File: config.mk
export PLATFORM = sky130hd
export DESIGN_NAME = uart_rx_fifo
export DESIGN_NICKNAME = d
export VERILOG_FILES = /design/src/rtl/uart_pkg.sv /design/src/rtl/sat_counter.sv /design/src/rtl/uart_rx_fifo.sv
export SDC_FILE = /design/constraint.sdc
export NUM_CORES = 1
export LEC_CHECK = 0
export CORE_ASPECT_RATIO = 1.25
export CORE_MARGIN = 1
export CORE_UTILIZATION = 62
export DETAILED_ROUTE_END_ITERATION = 7
export GPL_TIMING_DRIVEN = 0
export PLACE_DENSITY = 0.85
export SLEW_MARGIN = 20
export SYNTH_ARGS = -nofsm -noshare
export SYNTH_HDL_FRONTEND = slang
export SYNTH_SLANG_ARGS = --single-unit
File: constraint.sdc
create_clock -name aclk -period 4.37 [get_ports aclk]
set_clock_uncertainty 0.05 [all_clocks]
set_input_delay 0.874 -clock aclk [delete_from_list [all_inputs] [get_ports aclk]]
set_output_delay 0.874 -clock aclk [all_outputs]
set_load 0.1 [all_outputs]
File: src/rtl/uart_pkg.sv
// Shared UART definitions: statistics width, parity modes,
// and FIFO pointer sizing used across the receive/transmit path.
package uart_pkg;

   localparam int STAT_CNT_WIDTH = 16;

   typedef enum logic [1:0] {
      PARITY_NONE = 2'd0,
      PARITY_ODD  = 2'd1,
      PARITY_EVEN = 2'd2
   } parity_e;

   // Extra MSB separates full from empty with equal indices
   function automatic int ptr_width(input int depth);
      return $clog2(depth) + 1;
   endfunction

endpackage

File: src/rtl/sat_counter.sv
// Saturating up-counter; a same-cycle clear beats an increment.
module sat_counter #(
   parameter int WIDTH = 16
) (
   input  logic             clk,
   input  logic             rst_n,
   input  logic             inc,
   input  logic             clr,
   output logic [WIDTH-1:0] cnt
);

   logic [WIDTH-1:0] cnt_q;
   logic [WIDTH-1:0] cnt_d;

   always_comb begin
      cnt_d = cnt_q;
      if (clr) begin
         cnt_d = '0;
      end else if (inc && (cnt_q != '1)) begin
         cnt_d = cnt_q + 1'b1;
      end
   end

   always_ff @(posedge clk or negedge rst_n) begin
      if (!rst_n) begin
         cnt_q <= '0;
      end else begin
         cnt_q <= cnt_d;
      end
   end

   assign cnt = cnt_q;

endmodule

File: src/rtl/uart_rx_fifo.sv
// UART receive FIFO with first-word fall-through AXI-Stream output.
// Define UART_RX_FIFO_STATS_EN to build the overflow/parity counters.
module uart_rx_fifo
   import uart_pkg::*;
#(
   parameter int DATA_WIDTH      = 8,
   parameter int DEPTH           = 16,
   parameter bit DROP_PARITY_ERR = 1'b1
) (
   input  logic                       aclk,
   input  logic                       aresetn,
   input  logic [DATA_WIDTH-1:0]      s_axis_tdata,
   input  logic                       s_axis_tvalid,
   input  logic                       s_axis_tuser,
   output logic                       s_axis_tready,
   output logic [DATA_WIDTH-1:0]      m_axis_tdata,
   output logic                       m_axis_tuser,
   output logic                       m_axis_tvalid,
   input  logic                       m_axis_tready,
   output logic [$clog2(DEPTH):0]     fill_level,
   output logic [STAT_CNT_WIDTH-1:0]  overflow_cnt,
   output logic [STAT_CNT_WIDTH-1:0]  parity_err_cnt,
   input  logic                       cnt_clr
);

   localparam int PW = ptr_width(DEPTH);
   localparam int AW = $clog2(DEPTH);

   logic [DATA_WIDTH:0] mem_q [DEPTH];
   logic [PW-1:0]       wr_ptr_q, wr_ptr_d;
   logic [PW-1:0]       rd_ptr_q, rd_ptr_d;
   logic                rdy_q;
   logic [DATA_WIDTH:0] head;
   logic                empty, full;
   logic                wr_req, rd_en, wr_en, ovf_inc;

   assign empty = (wr_ptr_q == rd_ptr_q);
   assign full  = (wr_ptr_q[PW-1] != rd_ptr_q[PW-1]) &&
                  (wr_ptr_q[AW-1:0] == rd_ptr_q[AW-1:0]);

   assign wr_req  = s_axis_tvalid &&
                    !(DROP_PARITY_ERR && s_axis_tuser);
   assign rd_en   = m_axis_tvalid && m_axis_tready;
   // A full FIFO only takes a word when the head leaves this cycle
   assign wr_en   = wr_req && (!full || rd_en);
   assign ovf_inc = wr_req && full && !rd_en;

   always_comb begin
      wr_ptr_d = wr_ptr_q;
      rd_ptr_d = rd_ptr_q;
      if (wr_en) wr_ptr_d = wr_ptr_q + 1'b1;
      if (rd_en) rd_ptr_d = rd_ptr_q + 1'b1;
   end

   always_ff @(posedge aclk or negedge aresetn) begin
      if (!aresetn) begin
         wr_ptr_q <= '0;
         rd_ptr_q <= '0;
         rdy_q    <= 1'b0;
      end else begin
         wr_ptr_q <= wr_ptr_d;
         rd_ptr_q <= rd_ptr_d;
         rdy_q    <= 1'b1;
      end
   end

   always_ff @(posedge aclk) begin
      if (wr_en) begin
         mem_q[wr_ptr_q[AW-1:0]] <= {s_axis_tuser, s_axis_tdata};
      end
   end

   assign head          = mem_q[rd_ptr_q[AW-1:0]];
   assign m_axis_tvalid = !empty;
   assign m_axis_tdata  = empty ? '0 : head[DATA_WIDTH-1:0];
   assign m_axis_tuser  = !empty && head[DATA_WIDTH];
   assign fill_level    = wr_ptr_q - rd_ptr_q;
   assign s_axis_tready = rdy_q;

`ifdef UART_RX_FIFO_STATS_EN
   logic par_inc;

   assign par_inc = s_axis_tvalid && s_axis_tuser;

   sat_counter #(.WIDTH(STAT_CNT_WIDTH)) u_ovf_cnt (
      .clk   (aclk),
      .rst_n (aresetn),
      .inc   (ovf_inc),
      .clr   (cnt_clr),
      .cnt   (overflow_cnt)
   );

   sat_counter #(.WIDTH(STAT_CNT_WIDTH)) u_par_cnt (
      .clk   (aclk),
      .rst_n (aresetn),
      .inc   (par_inc),
      .clr   (cnt_clr),
      .cnt   (parity_err_cnt)
   );
`else
   logic unused_stats;

   assign unused_stats   = cnt_clr ^ ovf_inc;
   assign overflow_cnt   = '0;
   assign parity_err_cnt = '0;
`endif

endmodule

## Word-level counts from Yosys, hierarchy flattened

Memories as Yosys holds them, arrays and structs flattened.
Index checks and enable logic that the tools add are counted.

- Bits in registers: 11
- Bits in writable memories: 144
- Input bits: 14
- Output and inout bits: 48
- Logic and storage cells: 22
- Memories: 1

- Add/sub/neg operators: 3
- Equality and inequality tests: 3
- Mux-type cells: 3
- Reduce and logical (&&, ||, !) cells: 9

Memory list:

| name | depth | bits a word | rd ports | clocked after memory_dff | write ports | line | text |
|---|---|---|---|---|---|---|---|
| mem_q | 16 | 9 | 1 | 0 | 1 | uart_rx_fifo.sv:29 | `logic [DATA_WIDTH:0] mem_q [DEPTH];` |

Operators by type and width:

| cell | number |
|---|---|
| $add 5x1->5 const B | 2 |
| $mux 8 | 1 |
| $eq 5x5->1 | 1 |
| $logic_and 1x1->1 | 5 |
| $sub 5x5->5 | 1 |
| $eq 4x4->1 | 1 |
| $logic_not 1->1 | 3 |
| $mux 1 | 2 |
| $logic_or 1x1->1 | 1 |
| $ne 1x1->1 | 1 |

## Logic depth before layout (Yosys ltp)

- Word-level depth: 7
- Gate-level depth with buffers: 10
- Gate-level depth less buffers: 7

## Least setup slack after synthesis

No wires, ideal clock.

- Path type: reg-to-output
- Start: register rd_ptr_q[1]
- End: output port m_axis_tdata[0]
- Data arrival time: 3.416 ns
- Path slack: 0.030 ns
- Stages on the path, launching flop included: 11
- Cells stage by stage: dfrtp_1 buf_6 buf_6 buf_2 inv_1 ha_1 and4_1 nand2_1 clkbuf_8 o21ai_0 a21oi_1

- Longest elaborated chain between the ends: 2
- Elaborated cells between the ends (all ways): 3
- Classes of those cells: 1 x eq/ne; 1 x mux; 1 x memory

Ends and longest elaborated chain:

| what | line | text |
|---|---|---|
| start, declared | uart_rx_fifo.sv:31 | `logic [PW-1:0] rd_ptr_q, rd_ptr_d;` |
| start signal, assigned | uart_rx_fifo.sv:62 | `rd_ptr_q <= rd_ptr_d;` |
| $mem_v2 16x9 / $eq 5x5->1 (equally long branches) | -- |  |
| $mux 8 (*) | uart_rx_fifo.sv:75 | `assign m_axis_tdata = empty ? '0 : head[DATA_WIDTH-1:0];` |
| end, declared | uart_rx_fifo.sv:16 | `output logic [DATA_WIDTH-1:0] m_axis_tdata,` |

Every way passes the cells marked *; elsewhere a longest branch is shown, timed or not.

## Worst setup path in the final report

- Start: register rd_ptr_q[1]
- End: output port m_axis_tdata[1]

Same word-level chain as after synthesis.

==> metrics.txt <==
Crit. End Element=output pin; clk sinks=155; routed len/inst=23.0 um; GP Congestion=0.795; Synth Area per Inst=18.9 um^2; first-pass GRT wire length=19700 um; vias=3447; Area growth syn-to-layout=17.0%; Seq/Total Area, Yosys=68.7%; share of layout cells above drive strength 1=27.4%; Final ANT Viol Nets=0; most frequent cells in the layout=edfxtp_1 (144), conb_1 (33), buf_4 (32); die extent in x=95.0 um; final setup fails=0; n_diodes=0; Mapped Cells=355; commonest non-fill, non-tap cell in the layout=edfxtp_1; gr usage total=25.7%; cts bufs inserted=17; Reg clk slew, reported paths=0.06 ns; Max Root-Sink Buffers=2; Total Wirelength=13300 um; CTS tree=done; initial antenna violation count=0; # nets final=457; Max Cap Viol=0; setup TNS=0 ns; unrepaired setup endpoints after global routing=false; Root Buffer=clkbuf_16; row cnt=42; required time of the critical path=3.45 ns; period utilisation layout=97.7%; max-slew violations=0; Setup Buffers After CTS=0; Pre-antenna DRT Iters=5; #FFs+latches synth=155; initial cell density of the core=63.4%; post-synth design cell area=0.00670 mm^2; core box area=0.0106 mm^2; Hold Crit Class=flop to flop; Rel. slew slack=35.6%; die area=0.0112 mm^2; Arr. time, crit path=3.35 ns; Fin. Hold Viols=0; DRC=0; final worst path period need=4.27 ns; vias in the first global route=3454; GR Overflow Total=0; dpl hpwl=8120 um; largest net degree at the start of global routing=18; Clk Latency, worst-skew pair=0.41 ns; transition time of the tightest slew-check pin=0.963 ns; WS Path Type=flop to output pin; IO Pins=62; Critical Path Fanout Max=10; status=completed; # port buffers=28; Max Freq=234 MHz; Synth Warn #=0; CTS Hold Bufs=0; vias per cell=5.97; htree depth=4; DR iter-0 viols=470; Die Span Y=118 um; Cell variety after synth=36; Critical Path Source Type=flop
[sequential cells by signal, indices dropped and copies added (netlist names)]
register	count
s_axis_tready	1
rd_ptr_q	5
mem_q	144
wr_ptr_q	5
[cell usage after synthesis]
library cell,instances,share of area (%)
a21o_1,2,0.22
and3_1,16,1.5
nand2_1,6,0.34
mux2_2,10,1.7
o21ai_0,5,0.37
buf_8,2,0.45
nand3_1,5,0.37
or3_1,1,0.093
nor2b_1,2,0.19
buf_4,32,3.6
nor2_1,2,0.11
inv_1,8,0.45
dfrtp_1,11,4.1
buf_2,3,0.22
clkbuf_1,2,0.11
o22ai_1,1,0.093
and2_1,1,0.093
o21ai_2,1,0.13
ha_1,9,1.7
o21ai_1,4,0.30
clkbuf_8,3,0.62
mux4_2,22,7.4
fa_1,1,0.30
a21oi_1,11,0.82
edfxtp_1,144,65
conb_1,2,0.11
buf_12,1,0.30
and3b_1,2,0.26
buf_6,6,1.0
nand4_1,2,0.19
o311a_1,1,0.15
xor2_1,2,0.26
mux2i_1,12,1.8
mux4_1,12,4.7
and4_1,1,0.13
xnor2_1,10,1.3
[logic make-up after synthesis]
group / count (synthesis) / share of synthesized area, %
AOI/OAI and AO/OA: 25 / 2.09
xor gates and xnor gates: 12 / 1.57
adders and majority gates: 10 / 1.98
buffers and inverters: 57 / 6.74
DFF: 155 / 68.7
muxes: 56 / 15.6
other: 2 / 0.112
and+or+nand+nor: 38 / 3.27
[per-layer routing]
metal	track usage, %	vias up	routed length (um)
met5	0	-	0
met4	12.5	0	370
met3	5.34	30	926
met2	40.9	194	6800
met1	33.6	1728	5160
li1	-	1495	-
[final timing paths]
kind,start,to,slack [ns],cells past startpoint
worst max-delay path,rd_ptr_q[1]$_DFFE_PN0P_,m_axis_tdata[1],0.10,11
worst min-delay path,wr_ptr_q[4]$_DFFE_PN0P_,wr_ptr_q[4]$_DFFE_PN0P_,0.45,1
worst max register to register,rd_ptr_q[1]$_DFFE_PN0P_,mem_q[3][8]$_DFFE_PP_,1.09,9
worst min register to register,wr_ptr_q[4]$_DFFE_PN0P_,wr_ptr_q[4]$_DFFE_PN0P_,0.45,1
max in group asynchronous,aresetn,rd_ptr_q[2]$_DFFE_PN0P_,3.15,1
min in group asynchronous,aresetn,wr_ptr_q[3]$_DFFE_PN0P_,0.77,1
[layout make-up]
class	instances	area (um^2)
repair buffers	28	234
multi-input cells	174	1760
well taps	132	165
fillers	601	2730
plain buffers	49	422
clock buffers	17	425
inverters	8	30.0
clock inverters	14	195
flip-flops and latches	155	4600
[worst max-delay path, stage by stage, from the launching register on]
cell and delay (ns):
dfrtp_1 0.39, buf_6 0.16, buf_6 0.18, buf_2 0.32
inv_1 0.13, ha_1 0.34, and4_1 0.21, nand2_1 0.21
clkbuf_8 0.23, o21ai_1 0.10, a21oi_1 0.20, buf_2 0.47
[metrics by stage]
stage / util (%) / area (um^2) / hold slack [ns] / setup WS, ns / std cells
3_3_place_gp: 68.7 / 7260 / 0.426 / -0.0367 / 546
4_1_cts: 74.6 / 7880 / 0.442 / 0.00477 / 577
3_5_place_dp: 68.7 / 7260 / 0.431 / -0.0961 / 546
2_1_floorplan: - / 6820 / 0.412 / 0.0298 / 386
5_1_grt: 74.2 / 7840 / 0.469 / 0.00270 / 577
6_report: 74.2 / 7840 / 0.449 / 0.101 / 577
[timing repair]
action | CTS | global route
pin swaps | 0 | 0
resized for setup | 33 | 20
gates cloned | 0 | 0
endpoints found under the setup margin | 12 | 11
Power is not shown: default switching activity piles up to over one toggle a cycle in this logic, so the estimate is an artifact.
